### src/rtl/lifo_pkg.sv
// Shared types and width helpers for the LIFO burst-drain controller.
package lifo_pkg;

    typedef enum logic [1:0] {IDLE, ISSUE, WAIT, DONE} drain_state_t;

    function automatic int cnt_width(input int depth);
        return $clog2(depth + 1);
    endfunction

    function automatic int tmr_width(input int cycles);
        return $clog2(cycles + 1);
    endfunction

endpackage

### src/rtl/lifo_drain_ctrl_out_buf2.sv
// 2-entry FIFO between stack returns and the output stream; write-to-valid latency 1 cycle.
// Backpressure: holds words while rd_rdy=0; the writer must keep occ below 2 before writing.
module out_buf2 #(
    parameter int DATA_W = 10
) (
    input  logic              clock,
    input  logic              reset_n,
    input  logic              wr_vld,
    input  logic [DATA_W-1:0] wr_dat,
    output logic [1:0]        occ,
    output logic              rd_vld,
    input  logic              rd_rdy,
    output logic [DATA_W-1:0] rd_dat
);

    logic [DATA_W-1:0] mem_q [2];
    logic              wr_ptr_q;
    logic              rd_ptr_q;
    logic [1:0]        occ_q;
    logic              rd_fire;

    assign rd_fire = rd_vld && rd_rdy;

    always_ff @(posedge clock or negedge reset_n) begin
        if (!reset_n) begin
            mem_q[0] <= '0;
            mem_q[1] <= '0;
            wr_ptr_q <= 1'b0;
            rd_ptr_q <= 1'b0;
            occ_q    <= 2'd0;
        end else begin
            if (wr_vld) begin
                mem_q[wr_ptr_q] <= wr_dat;
                wr_ptr_q        <= ~wr_ptr_q;
            end
            if (rd_fire) begin
                rd_ptr_q <= ~rd_ptr_q;
            end
            // Simultaneous write and read leaves occupancy unchanged.
            case ({wr_vld, rd_fire})
                2'b10:   occ_q <= occ_q + 2'd1;
                2'b01:   occ_q <= occ_q - 2'd1;
                default: occ_q <= occ_q;
            endcase
        end
    end

    assign occ    = occ_q;
    assign rd_vld = (occ_q != 2'd0);
    assign rd_dat = mem_q[rd_ptr_q];

    wr_into_full_a: assert property (@(posedge clock) disable iff (!reset_n)
        !(wr_vld && occ_q == 2'd2));

endmodule

### src/rtl/lifo_drain_ctrl.sv
// Pops up to cmd_len words from an upstream stack and streams them out in pop order via out_buf2.
// Pop-to-output latency 2 cycles; pops stall while the buffer is full, burst aborts on empty or timeout.
module lifo_drain_ctrl
    import lifo_pkg::*;
#(
    parameter int DATA_W    = 10,
    parameter int LIFO_SIZE = 6,
    parameter int TIMEOUT   = 15,
    parameter int CNT_W     = cnt_width(LIFO_SIZE)
) (
    input  logic              clock,
    input  logic              reset_n,
    input  logic              cmd_start,
    input  logic [CNT_W-1:0]  cmd_len,
    output logic              cmd_busy,
    output logic              done,
    output logic [CNT_W-1:0]  done_cnt,
    output logic              err,
    input  logic              stk_empty,
    output logic              stk_pop,
    input  logic              stk_val,
    input  logic [DATA_W-1:0] stk_data,
    output logic              m_valid,
    input  logic              m_ready,
    output logic [DATA_W-1:0] m_data
);

    localparam int               TMR_W   = tmr_width(TIMEOUT);
    localparam logic [CNT_W-1:0] LEN_MAX = CNT_W'(LIFO_SIZE);
    localparam logic [TMR_W-1:0] TMR_END = TMR_W'(TIMEOUT);

    drain_state_t     state_q, state_d;
    logic [CNT_W-1:0] len_q, len_d;
    logic [CNT_W-1:0] cnt_q, cnt_d;
    logic [CNT_W-1:0] done_cnt_q, done_cnt_d;
    logic [TMR_W-1:0] tmr_q, tmr_d;
    logic             err_q, err_d;
    logic             buf_wr;
    logic [1:0]       buf_occ;

    always_ff @(posedge clock or negedge reset_n) begin
        if (!reset_n) begin
            state_q    <= IDLE;
            len_q      <= '0;
            cnt_q      <= '0;
            done_cnt_q <= '0;
            tmr_q      <= '0;
            err_q      <= 1'b0;
        end else begin
            state_q    <= state_d;
            len_q      <= len_d;
            cnt_q      <= cnt_d;
            done_cnt_q <= done_cnt_d;
            tmr_q      <= tmr_d;
            err_q      <= err_d;
        end
    end

    always_comb begin
        state_d = state_q;
        len_d   = len_q;
        cnt_d   = cnt_q;
        tmr_d   = tmr_q;
        err_d   = err_q;
        stk_pop = 1'b0;
        buf_wr  = 1'b0;
        unique case (state_q)
            IDLE: begin
                if (cmd_start) begin
                    len_d   = (cmd_len > LEN_MAX) ? LEN_MAX : cmd_len;
                    cnt_d   = '0;
                    err_d   = 1'b0;
                    state_d = (cmd_len == '0) ? DONE : ISSUE;
                end
            end
            ISSUE: begin
                // Only pop when the word it returns is guaranteed a buffer slot.
                if (stk_empty) begin
                    state_d = DONE;
                end else if (buf_occ != 2'd2) begin
                    stk_pop = 1'b1;
                    tmr_d   = '0;
                    state_d = WAIT;
                end
            end
            WAIT: begin
                if (stk_val) begin
                    buf_wr  = 1'b1;
                    cnt_d   = cnt_q + 1'b1;
                    state_d = (cnt_d == len_q) ? DONE : ISSUE;
                end else if (tmr_q == TMR_END) begin
                    err_d   = 1'b1;
                    state_d = DONE;
                end else begin
                    tmr_d   = tmr_q + 1'b1;
                end
            end
            DONE: begin
                state_d = IDLE;
            end
            default: begin
                state_d = IDLE;
            end
        endcase
        done_cnt_d = (state_d == DONE && state_q != DONE) ? cnt_d : done_cnt_q;
    end

    assign cmd_busy = (state_q != IDLE);
    assign done     = (state_q == DONE);
    assign done_cnt = done_cnt_q;
    assign err      = err_q;

    out_buf2 #(
        .DATA_W (DATA_W)
    ) u_out_buf2 (
        .clock   (clock),
        .reset_n (reset_n),
        .wr_vld  (buf_wr),
        .wr_dat  (stk_data),
        .occ     (buf_occ),
        .rd_vld  (m_valid),
        .rd_rdy  (m_ready),
        .rd_dat  (m_data)
    );

endmodule

### config.mk
export PLATFORM = sky130hd
export DESIGN_NAME = lifo_drain_ctrl
export DESIGN_NICKNAME = d
export VERILOG_FILES = /design/src/rtl/lifo_pkg.sv /design/src/rtl/lifo_drain_ctrl_out_buf2.sv /design/src/rtl/lifo_drain_ctrl.sv
export SDC_FILE = /design/constraint.sdc
export NUM_CORES = 1
export LEC_CHECK = 0
export CAP_MARGIN = 20
export CORE_ASPECT_RATIO = 1.75
export CORE_MARGIN = 2
export CORE_UTILIZATION = 40
export DETAILED_ROUTE_END_ITERATION = 7
export GPL_TIMING_DRIVEN = 0
export HOLD_SLACK_MARGIN = 0.05
export PLACE_DENSITY = 0.68
export REMOVE_ABC_BUFFERS = 1
export SLEW_MARGIN = 0
export SYNTH_ARGS = -nofsm -noshare
export SYNTH_HDL_FRONTEND = slang
export SYNTH_SLANG_ARGS = --single-unit
### constraint.sdc
create_clock -name clock -period 2.5 [get_ports clock]
set_clock_uncertainty 0.1 [all_clocks]
set_input_delay 0.5 -clock clock [delete_from_list [all_inputs] [get_ports clock]]
set_output_delay 0.5 -clock clock [all_outputs]
set_load 0.005 [all_outputs]
## Word-level counts from Yosys, hierarchy flattened

Cells that the tools add are included.

- $add $sub $neg: 4
- $lt $le $gt $ge: 4
- Equal/unequal tests: 16
- Mux-type cells: 33
- Bitwise operators: 4
- Reductions and logical operators: 13

Operators with widths:

| operator | count |
|---|---|
| $mux W10 | 4 |
| $bwmux W20 | 1 |
| $mux W4 | 4 |
| $ne A2 B2 Y1 const B | 8 |
| $mux W2 | 7 |
| $demux W10 S1 | 1 |
| $reduce_bool A2 Y1 | 5 |
| $mux W3 | 3 |
| $eq A2 B2 Y1 const B | 4 |
| $mux W1 | 8 |
| $pmux W2 S4 | 1 |
| $pmux W4 S2 | 1 |
| $pmux W3 S2 | 1 |
| $reduce_and A5 Y1 | 1 |
| $add A4 B1 Y4 const B | 1 |
| $eq A2 B1 Y1 const B | 2 |
| $eq A4 B4 Y1 const B | 1 |
| $ge A2 B2 Y1 const B | 2 |
| $not A1 Y2 | 2 |
| $pmux W2 S2 | 1 |
| $reduce_and A4 Y1 | 1 |
| $add A3 B1 Y3 const B | 1 |
| $eq A3 B3 Y1 | 1 |
| $gt A3 B3 Y1 const B | 1 |
| 9 further kinds | 12 |

- Register bits after elaboration: 40
- Bits of input ports: 19
- Output and inout port bits: 18
- Word-level logic and storage cells: 85

## Logic depth before layout (Yosys ltp)

Gate-level depths: netlist of run 1.

- Depth after elaboration: 7
- Mapped depth: 7

## By module

Synthesis of run 1 repeated with hierarchy kept, for this count alone.

- Cell total of the unflattened synthesis: 151
- Area, all modules: 1946.9 um^2

Modules (own cells, without submodules):

| module | instances | cells each | area an instance (um^2) | sequential area each (um^2) |
|---|---|---|---|---|
| out_buf2 | 1 | 67 | 1039.7 | 600.6 |
| lifo_drain_ctrl | 1 | 84 | 907.1 | 400.4 |

## Worst setup path after synthesis of run 1

Ideal clock, no wire load.

- Kind: reg2reg
- Start: register cnt_q[0]
- End: register done_cnt_q[0] (netlist: done_cnt[0])
- Setup time: 125 ps
- Arrival time: 1536 ps
- Path slack: 739 ps
- Cell stages (with the launch flop): 7
- Path buffers: 0
- Path through: dfrtp_1 -> ha_1 -> xnor3_1 -> nand4_1 -> nand3_2 -> nand2_4 -> mux2_4

- Cells in the longest elaborated chain, start to end: 7

RTL lines:

| item | line | RTL |
|---|---|---|
| from (decl) | lifo_drain_ctrl.sv:34 | `logic [CNT_W-1:0] cnt_q, cnt_d;` |
| from (signal assigned) | lifo_drain_ctrl.sv:52 | `cnt_q <= cnt_d;` |
| $add A3 B1 Y3 | lifo_drain_ctrl.sv:89 | `cnt_d = cnt_q + 1'b1;` |
| $eq A3 B3 Y1 | lifo_drain_ctrl.sv:90 | `state_d = (cnt_d == len_q) ? DONE : ISSUE;` |
| $mux W2 | lifo_drain_ctrl.sv:90 |  |
| $mux W2 | lifo_drain_ctrl.sv:87 | `if (stk_val) begin` |
| $pmux W2 S4 | lifo_drain_ctrl.sv:67 | `unique case (state_q)` |
| via state_d[1] | lifo_drain_ctrl.sv:32 | `drain_state_t state_q, state_d;` |
| $eq A2 B2 Y1 | lifo_drain_ctrl.sv:105 | `done_cnt_d = (state_d == DONE && state_q != DONE) ? cnt_d : done_cnt_q;` |
| $logic_and A1 B1 Y1 | lifo_drain_ctrl.sv:105 |  |
| to (signal assigned) | lifo_drain_ctrl.sv:53 | `done_cnt_q <= done_cnt_d;` |
| to (decl) | lifo_drain_ctrl.sv:35 | `logic [CNT_W-1:0] done_cnt_q, done_cnt_d;` |

The timed path passes the listed nets, and every way through them passes these cells.
A chain may end at the register's enable or synchronous reset.

## Worst setup path after layout of run 1

- Start: register u_out_buf2.rd_ptr_q
- End: output m_data[0]

- Cells in the longest elaborated chain, start to end: 4

RTL lines:

| item | line | RTL |
|---|---|---|
| from (decl) | lifo_drain_ctrl_out_buf2.sv:18 | `logic rd_ptr_q;` |
| from (signal assigned) | lifo_drain_ctrl_out_buf2.sv:37 | `rd_ptr_q <= ~rd_ptr_q;` |
| $not A1 Y2 (implied by the code) | lifo_drain_ctrl_out_buf2.sv:50 | `assign rd_dat = mem_q[rd_ptr_q];` |
| $mux W10 (implied by the code) (3 in series) | lifo_drain_ctrl_out_buf2.sv:50 |  |
| to (decl) | lifo_drain_ctrl.sv:25 | `output logic [DATA_W-1:0] m_data` |

Every way passes these cells. The select of a mux whose other input is x is not followed.

==> results of run 1 <==
-- worst paths after layout --
path                            slack, ns                   end  cells after the start                start
worst max-delay path                 0.13             m_data[0]                      2  u_out_buf2.rd_ptr_q
worst min-delay path                 0.23  u_out_buf2.mem_q[18]                      1              reset_n
worst max register to register       0.56     u_out_buf2.occ[1]                      5           state_q[0]
worst min register to register       0.39     u_out_buf2.occ[1]                      1    u_out_buf2.occ[1]
max in group asynchronous            1.52           done_cnt[2]                      1              reset_n
min in group clock                   0.39     u_out_buf2.occ[1]                      1    u_out_buf2.occ[1]
-- through the flow --
step                      TNS (ns)  hold WS (ns)
after global routing             0         0.289
final                            0         0.231
after detailed placement         0         0.372
after global placement       -2.35         0.374
after CTS                        0         0.254
after floorplan                  0         0.104
-- state kept, by name (all words and copies together) (netlist names) --
signal               cells
u_out_buf2.mem_q        20
tmr_q                    4
cnt_q                    3
done_cnt                 3
len_q                    3
state_q                  2
u_out_buf2.occ           2
err                      1
u_out_buf2.rd_ptr_q      1
u_out_buf2.wr_ptr_q      1
-- power breakdown --
part	switching (mW)	internal [mW]
Combinational	0.454	0.799
Sequential	0.232	0.924
Clock	0.225	0.295
-- cell usage after synthesis, types with 3 or more instances --
library cell	count	share of area [%]
o211ai_1	3	1.2
o21ai_0	5	1.3
xor2_1	5	2.2
dfrtp_1	40	51
mux2_4	3	2.3
mux2_2	30	17
ha_1	3	1.9
xnor2_1	4	1.8
nor2_1	5	0.96
nand2_1	16	3.1
-- area by class of cell --
| cell class | count | area share, % |
|---|---|---|
| Timing Repair Buffer | 36 | 14.4 |
| Multi-Input combinational cell | 103 | 36.8 |
| Tap cell | 52 | 2.64 |
| Inverter | 3 | 0.966 |
| Clock buffer | 5 | 2.80 |
| Sequential cell | 40 | 40.7 |
| Clock inverter | 3 | 1.73 |
-- cells by family (layout without fill, tap and decap cells) --
family / after synthesis / count (layout) / synth area share, %
xor+xnor: 10 / 10 / 5.20
compound gates: 15 / 15 / 5.97
simple gates: 42 / 42 / 13.6
mux: 33 / 33 / 19.7
fa+ha+maj: 3 / 3 / 1.93
buf+inv: 6 / 47 / 2.25
flops: 40 / 40 / 51.4
-- routing by layer --
layer	track usage, %	up-vias
met2	28.3	34
li1	-	601
met3	3.63	2
met5	0	-
met4	4.65	0
met1	16.5	647
-- worst max-delay path, cell delays in order (launching register included) --
cell and delay (ns):
dfrtp_1 0.65, mux2_2 0.39, clkdlybuf4s50_1 0.45
==> results.py, run 1 <==
metrics = {
    "outcome": {
        "status": "finished clean",
    },
    "logic_synthesis": {
        "yosysWarnings": 0,
        "synth_edf_count": 0,
        "yosysUniqueCellTypes": 40,
        "synth_ff_type": "dfrtp_1",
        "syn_area_um2": 1950,
        "synth_seq_cells": 40,
        "avgSynthCellArea_um2": 13.1,
        "postSynthCellCount": 149,
        "ys_async_sr_fraction_pct": 100,
        "seq_area_frac_synth_pct": 51.4,
    },
    "routing": {
        "drt-total-wl_um": 3630,
        "post-route-drc-count": 0,
        "drt-met1-wl_um": 1430,
        "route.met3.wl_um": 171,
        "dr_wl_met2_um": 2010,
        "drt_iter0_markers": 18,
        "avgRoutedWirePerCell_um": 15.0,
        "dr.max_layer_used": "met4",
        "drt-pass1-iter-count": 4,
        "drtAntennaViolNets": 0,
        "vias": 1284,
        "vias_per_cell": 5.31,
    },
    "cts": {
        "cts_htree_levels": 2,
        "root_buffer": "clkbuf_8",
        "cts_hold_buf": 0,
        "post_cts_resized": 0,
        "clock-sinks": 40,
        "clk_pin_slew_ns": 0.08,
        "cts_buffer_depth": 2,
        "cts_tree": "built",
        "postCtsSetupBuffers": 0,
        "clk_latency_ns": 0.28,
        "cts_made_buffers": 5,
    },
    "placement": {
        "hpwl_um": 2710,
        "port_buffers": 36,
        "place_area_um2": 2350,
        "gp_congestion": 0.716,
        "place_inst": 234,
        "post-place-ws_ns": 0.0241,
    },
    "sta": {
        "period_share_pct": 94.9,
        "drv_slew": 0,
        "setup_viol": 0,
        "fin_crit_ns": 2.37,
        "tightest_slew_ns": 0.881,
        "grt_setup_unrepaired": "no",
        "hold_viol_final": 0,
        "worst_slew_margin_rel_pct": 41.3,
        "fmax_ghz": 0.422,
        "worst_slack_ns": 0.128,
    },
    "pwr": {
        "power.ir.vdd_worst_mv": 0.650,
        "finalPower_mw": 2.93,
        "p_leak_nw": 1.10,
        "power_density_nw_per_um2": 1190,
    },
    "grt": {
        "grtUsageTotal_pct": 15.1,
        "antenna_found_initial": 0,
        "grt_pass1_wl_um": 6360,
        "overflow": 0,
        "grt_max_degree": 41,
        "grt_pass1_vias": 1375,
    },
    "cells_and_area": {
        "final_cell_mix": "dfrtp_1, clkdlybuf4s50_1, mux2_2, nand2_1",
        "final_nets": 211,
        "final_cells": 242,
        "drive_gt1_share_pct": 30.0,
        "final-seq-area_um2": 1000,
        "fin_area_um2": 2460,
        "final_util_pct": 52.3,
        "multiInputGateArea_um2": 905,
        "num-fill-cells": 423,
        "n_antenna_cell": 0,
        "mostFrequentLayoutCell": "dfrtp_1",
        "areaGrowthSynthToFinish_pct": 26.3,
    },
    "floorplanning": {
        "placementRows": 33,
        "die_h_um": 96.3,
        "io_pins": 37,
        "start_util_pct": 41.4,
        "die_area_um2": 5470,
        "die_w_um": 56.8,
        "core_area_um2": 4710,
    },
    "worst_hold_path": {
        "hold_class": "input pin to async pin",
    },
    "job": {
        "maxCapViolCount": 0,
    },
    "worst_setup_path": {
        "worstSetupPathType": "flop to output port",
        "worstPathMaxFanout": 11,
        "crit_arrival_ns": 1.77,
        "start_kind": "flop",
        "endpoint_kind": "output port",
        "worstPathRequired_ns": 1.90,
    },
}
No activity file was read; power rests on OpenSTA's default activity.
==> run 2, diff against run 1 <==
--- a/config.mk
+++ b/config.mk
@@ -5,9 +5,10 @@
 export SDC_FILE = /design/constraint.sdc
 export NUM_CORES = 1
 export LEC_CHECK = 0
+export ABC_AREA = 1
 export CAP_MARGIN = 20
 export CORE_ASPECT_RATIO = 1.75
-export CORE_MARGIN = 2
+export CORE_MARGIN = 8
 export CORE_UTILIZATION = 40
 export DETAILED_ROUTE_END_ITERATION = 7
 export GPL_TIMING_DRIVEN = 0
==> results.py, run 2 <==
metrics = {
    "outcome": {
        "status": "finished clean",
    },
    "placement": {
        "gp_congestion": 0.751,
        "port_buffers": 36,
        "hpwl_um": 3070,
        "place_area_um2": 2360,
    },
    "logic_synthesis": {
        "yosysTopAreaCellShare_pct": 51.6,
        "yosysTopAreaCell": "dfrtp_1",
        "yosys-top-cells-area": "dfrtp_1, nand2_1, inv_1",
        "syn_area_um2": 1940,
        "synthMostInstantiatedCell": "nand2_1",
        "seq_area_frac_synth_pct": 51.6,
        "yosysUniqueCellTypes": 24,
        "avgSynthCellArea_um2": 8.15,
        "ys_async_sr_fraction_pct": 100,
        "synth_seq_cells": 40,
        "postSynthCellCount": 238,
        "synth_edf_count": 0,
        "yosys-top-cells-count": "nand2_1, dfrtp_1, inv_1",
        "synth_ff_type": "dfrtp_1",
        "yosysWarnings": 0,
    },
    "sta": {
        "fin_crit_ns": 2.33,
        "fmax_ghz": 0.429,
        "setup_viol": 0,
        "whs_ns": 0.384,
        "grt_setup_unrepaired": "no",
        "hold_viol_final": 0,
        "setup_tns_ns": 0,
        "worst_slew_margin_rel_pct": 53.6,
        "drv_slew": 0,
        "period_share_pct": 93.3,
        "tightest_slew_ns": 0.696,
    },
    "cts": {
        "cts_htree_levels": 2,
        "clock-sinks": 40,
        "clk_pin_slew_ns": 0.08,
        "root_buffer": "clkbuf_8",
        "cts_buffer_depth": 2,
        "cts_made_buffers": 5,
        "clk_latency_ns": 0.28,
        "cts_tree": "built",
    },
    "grt": {
        "grtUsageTotal_pct": 12.3,
        "grt_max_degree": 27,
        "overflow": 0,
        "grt_pass1_vias": 1649,
        "antenna_found_initial": 0,
        "grt_pass1_wl_um": 7120,
    },
    "worst_setup_path": {
        "endpoint_kind": "output port",
        "start_kind": "flop",
        "worstSetupPathType": "flop to output port",
        "crit_arrival_ns": 1.73,
        "worstPathMaxFanout": 11,
        "worstPathRequired_ns": 1.90,
    },
    "cells_and_area": {
        "drive_gt1_share_pct": 10.1,
        "largest_reg_flops": 20,
        "top_register": "u_out_buf2.mem_q",
        "num-fill-cells": 464,
        "largest_registers": "u_out_buf2.mem_q (20), tmr_q (4)",
        "areaGrowthSynthToFinish_pct": 28.7,
        "fin_area_um2": 2500,
        "n_antenna_cell": 0,
        "final_cell_mix": "nand2_1, dfrtp_1, clkdlybuf4s50_1, inv_1, o21ai_0",
        "final_nets": 299,
        "mostFrequentLayoutCell": "nand2_1",
    },
    "worst_hold_path": {
        "hold_class": "flop to flop",
    },
    "pwr": {
        "p_leak_nw": 1.24,
        "power.ir.vdd_worst_mv": 0.694,
        "power_density_nw_per_um2": 1150,
        "finalPower_mw": 2.87,
    },
    "floorplanning": {
        "io_pins": 37,
        "die_h_um": 108,
        "placementRows": 33,
        "start_util_pct": 41.6,
        "core_area_um2": 4670,
        "die_w_um": 68.7,
        "die_area_um2": 7420,
    },
    "routing": {
        "drt-total-wl_um": 4090,
        "post-route-drc-count": 0,
        "drtAntennaViolNets": 0,
        "vias": 1598,
        "avgRoutedWirePerCell_um": 12.4,
        "vias_per_cell": 4.84,
        "drt_iter0_markers": 102,
        "drt-pass1-iter-count": 6,
    },
    "job": {
        "maxCapViolCount": 0,
    },
}
[run 2: cell count changes in the layout (fill, tap and decap cells not counted), moves of 4 or more]
cell	previous run	this run
inv_1	2	27
nand2_1	16	82
nand3_1	1	13
nor2_1	5	9
o21ai_1	2	10
mux2_2	30	0
o21ai_0	5	19
[run 2: metal layers]
layer  vias up  track usage (%)  routed length (um)
li1        817                -                   -
met1       736             12.7                1600
met2        37             21.6                2130
met3         8             3.62                 260
met4         0             5.60                 105
met5         -                0                   0
[run 2: metrics by stage]
step | worst slack (ns) | cells | utilization (%)
global placement | -0.213 | 320 | 50.2
floorplan | 0.988 | 232 | -
detailed placement | 0.187 | 321 | 50.5
global route | 0.00505 | 330 | 53.5
CTS | 0.134 | 330 | 53.5
finish | 0.167 | 330 | 53.5
[run 2: final cells by class]
class,instances,area [um^2],area share (%)
inverter,31,120,4.81
tap,52,65.1,2.61
clock inverter,1,30.0,1.20
clock buffer,7,96.3,3.86
timing repair buffer,38,385,15.4
multi-input combinational,161,798,32.0
sequential,40,1000,40.1
[run 2: worst paths after layout]
check	start	to	slack, ns	depth (start not counted)
max	u_out_buf2.rd_ptr_q	m_data[7]	0.17	4
min reg2reg	done_cnt[1]	done_cnt[1]	0.38	2
max in group asynchronous	reset_n	u_out_buf2.rd_ptr_q	1.28	3
min	done_cnt[1]	done_cnt[1]	0.38	2
min in group asynchronous	reset_n	tmr_q[2]	0.55	2
max reg2reg	u_out_buf2.occ[0]	u_out_buf2.occ[1]	0.83	8
[run 2: critical path, stage by stage (launching register included)]
cell and delay (ns):
dfrtp_2 0.52, clkinvlp_4 0.29, nand2_1 0.12, nand2_1 0.06, clkdlybuf4s50_1 0.45
[run 2: timing repair]
item | in CTS | in global routing
hold buffers | 1 | 0
endpoints found under the hold margin | 14 | 0
gates resized for setup | 2 | 0
setup buffers | 0 | 0
setup endpoints to repair | 4 | 0
[run 2: kinds of logic (layout without fill, tap and decap cells)]
logic type | Yosys count | count (layout) | share of synthesized area [%]
AOI/OAI and AO/OA | 36 | 36 | 10.6
xor gates and xnor gates | 5 | 5 | 2.26
adders and majority gates | 3 | 3 | 1.93
buffers and inverters | 37 | 77 | 7.29
DFF | 40 | 40 | 51.6
and+or+nand+nor | 117 | 117 | 26.4
[run 2: power by group]
group	total [mW]	internal (mW)	leakage, nW	switching [mW]
Sequential	1.11	0.912	0.506	0.195
Combinational	1.20	0.578	0.675	0.618
Clock	0.566	0.352	0.0645	0.214
Total	2.87	1.84	1.24	1.03
==> RTL edit, RTL diff (flow settings as in run 2) <==
Set the parameter `LIFO_SIZE` to 7 (it was 6).
--- a/src/rtl/lifo_drain_ctrl.sv
+++ b/src/rtl/lifo_drain_ctrl.sv
@@ -5,5 +5,5 @@
 #(
     parameter int DATA_W    = 10,
-    parameter int LIFO_SIZE = 6,
+    parameter int LIFO_SIZE = 7,
     parameter int TIMEOUT   = 15,
     parameter int CNT_W     = cnt_width(LIFO_SIZE)
Check against the original RTL: no difference found for any inputs over 10 cycles, from zero or initial values and one cycle with reset_n low; that may be too few to reach the edited logic, so the function may still have changed.
==> RTL edit against run 2 <==
Synthesized area fell by 0.45%; power fell by 4.6%; sequential cell count did not move; wire length fell by 4.2%; critical path depth did not move; worst setup slack improved by 0.019 ns; sequential power barely moved; design area fell by 2.5%; global-route usage fell by 0.48 points; synthesized cell count fell by 3.8%; critical path type unchanged; critical endpoint is now m_data[8]; largest power group unchanged.
==> RTL edit: results (changes against run 2) <==
| Metric | Value |
|---|---|
| Pleak | 1.26 nW (+0.93%) |
| Critical register-to-register path startpoint | state_q[0]$_DFF_PN0_ |
| Total track usage | 11.8% (-0.48 points) |
| Initial antenna violation count | 0 (unchanged) |
| WL per Instance | 12.2 um (-1.5%) |
| I/O Buffers | 36 (unchanged) |
| Clock buffer depth | 2 (unchanged) |
| Share of post-route cells with drive strength above 1 | 10.0% (-0.035 points) |
| GPL Wtd Cong | 0.732 (-2.5%) |
| Synth top area cells | dfrtp_1 52%, nand2_1 17%, inv_1 5.4% |
| Synth warn | 0 (unchanged) |
| CP max stage delay | 0.51 ns |
| Total CTS buffers | 5 (unchanged) |
| Peak VDD IR | 683 uV (-1.6%) |
| Netlist cell types | 24 (unchanged) |
| Setup Buffers After CTS | 0 (unchanged) |
| Via count of the first global-routing pass | 1,554 (-5.8%) |
| Family with the most delay on the worst path | buffers and inverters |
| Status | complete, no violations |
| Worst hold path type | reg -> reg |
| Rel. slew slack | 62.0% (+8.4 points) |
| Worst Path Max Fanout | 11 (unchanged) |
| DP HPWL | 2920 um (-4.9%) |
| H-tree Lvls | 2 (unchanged) |
| Drt pass-1 iters | 4 (-2) |
| Post-route antenna net violation count | 0 (unchanged) |
| Largest net degree at the start of global routing | 37 (+37%) |
| GR Overflow Total | 0 (unchanged) |
| Seq/Total Area, Yosys | 51.8% (+0.23 points) |
| CP max-delay cell | dfrtp_2 |
| Worst-path clk slew | 0.08 ns (about the same) |
| Final net count | 290 (-3.0%) |
| Initial DRC count | 58 (-43%) |
| Clk Latency, worst-skew pair | 0.29 ns |
| Vias | 1,531 (-4.2%) |
| Largest regs | u_out_buf2.mem_q (20), tmr_q (4) |
| Root buf cell | clkbuf_8 |
| Worst Setup SP | u_out_buf2.rd_ptr_q$_DFFE_PN0P_ |
| Global-route wire length before repair | 6800 um (-4.5%) |
| Diode count | 0 (unchanged) |
| Worst Path Arrival | 1.71 ns (-0.02 ns) |
| Ys async rst share | 100% (unchanged) |
| Most frequent cells after synthesis | 90 x nand2_1, 40 x dfrtp_1, 28 x inv_1 |
| Worst hold path startpoint | done_cnt[0]$_DFFE_PN0P_ |
| Setup WS pre-CTS | 0.230 ns (+0.0439 ns) |
| Fillers | 455 (-1.9%) |
[RTL edit: changes by cell type in the layout (fill, tap and decap cells not counted), sizes merged, moves of 2 or more]
cell / before / now
nand3: 16 / 10
o21ai: 29 / 26
nand2: 86 / 91
a21oi: 6 / 4
nand4: 0 / 2
o31ai: 0 / 2
nor2: 12 / 5
[RTL edit: path summary, 6_finish.rpt]
check | to | slack (ns) | cells after the start
worst min register to register | done_cnt[0]$_DFFE_PN0P_ | 0.38 | 2
worst min-delay path | done_cnt[0]$_DFFE_PN0P_ | 0.38 | 2
worst max register to register | u_out_buf2.occ[1]$_DFFE_PN0P_ | 0.80 | 8
worst max-delay path | m_data[8] | 0.19 | 4
max in group asynchronous | u_out_buf2.rd_ptr_q$_DFFE_PN0P_ | 1.41 | 3
min in group asynchronous | u_out_buf2.mem_q[2]$_DFFE_PN0P_ | 0.47 | 2
[RTL edit: area by class of cell]
cell class | instances | share of cell area, %
Inverter | 30 | 4.88
Clock inverter | 1 | 0.360
Tap cell | 52 | 2.67
Clock buffer | 7 | 3.13
Multi-Input combinational cell | 153 | 32.0
Sequential cell | 40 | 41.2
Timing Repair Buffer | 38 | 15.8
[RTL edit: routing by layer]
| metal | part of all wire [%] | global-route usage [%] |
|---|---|---|
| met5 | 0 | 0 |
| met4 | 1.6 | 4.42 |
| met3 | 5.3 | 3.83 |
| met2 | 51 | 20.2 |
| met1 | 42 | 13.0 |
[RTL edit: report_power, final]
part / leakage, nW / internal, mW / switching (mW)
Sequential: 0.507 / 0.922 / 0.193
Combinational: 0.707 / 0.588 / 0.616
Clock: 0.0424 / 0.199 / 0.220
Total: 1.26 / 1.71 / 1.03
[RTL edit: logic make-up after synthesis]
logic type	share of synthesized area, %
buffers and inverters	7.90
adder cells (fa/ha/maj)	1.94
flip-flops	51.8
AO/OA/AOI/OAI	11.2
XOR/XNOR	2.72
AND/OR/NAND/NOR	24.4
[RTL edit: worst min-delay path: stages, from the launching register on]
cell and delay [ns]:
dfrtp_1 0.34, nand2_1 0.05, nand2_1 0.05
[RTL edit: what timing repair did]
action,CTS,global route
hold endpoints to repair,4,0
gates resized for setup,2,0
hold buffers,1,0
endpoints found under the setup margin,5,0
[RTL edit: through the flow]
stage          setup TNS [ns]  std cells  area, um^2  hold WS [ns]
2_1_floorplan               0        223        1890         0.104
3_3_place_gp            -8.63        311        2320         0.365
3_5_place_dp                0        312        2330         0.239
4_1_cts                     0        321        2430         0.387
5_1_grt                     0        321        2430         0.401
6_report                    0        321        2430         0.376
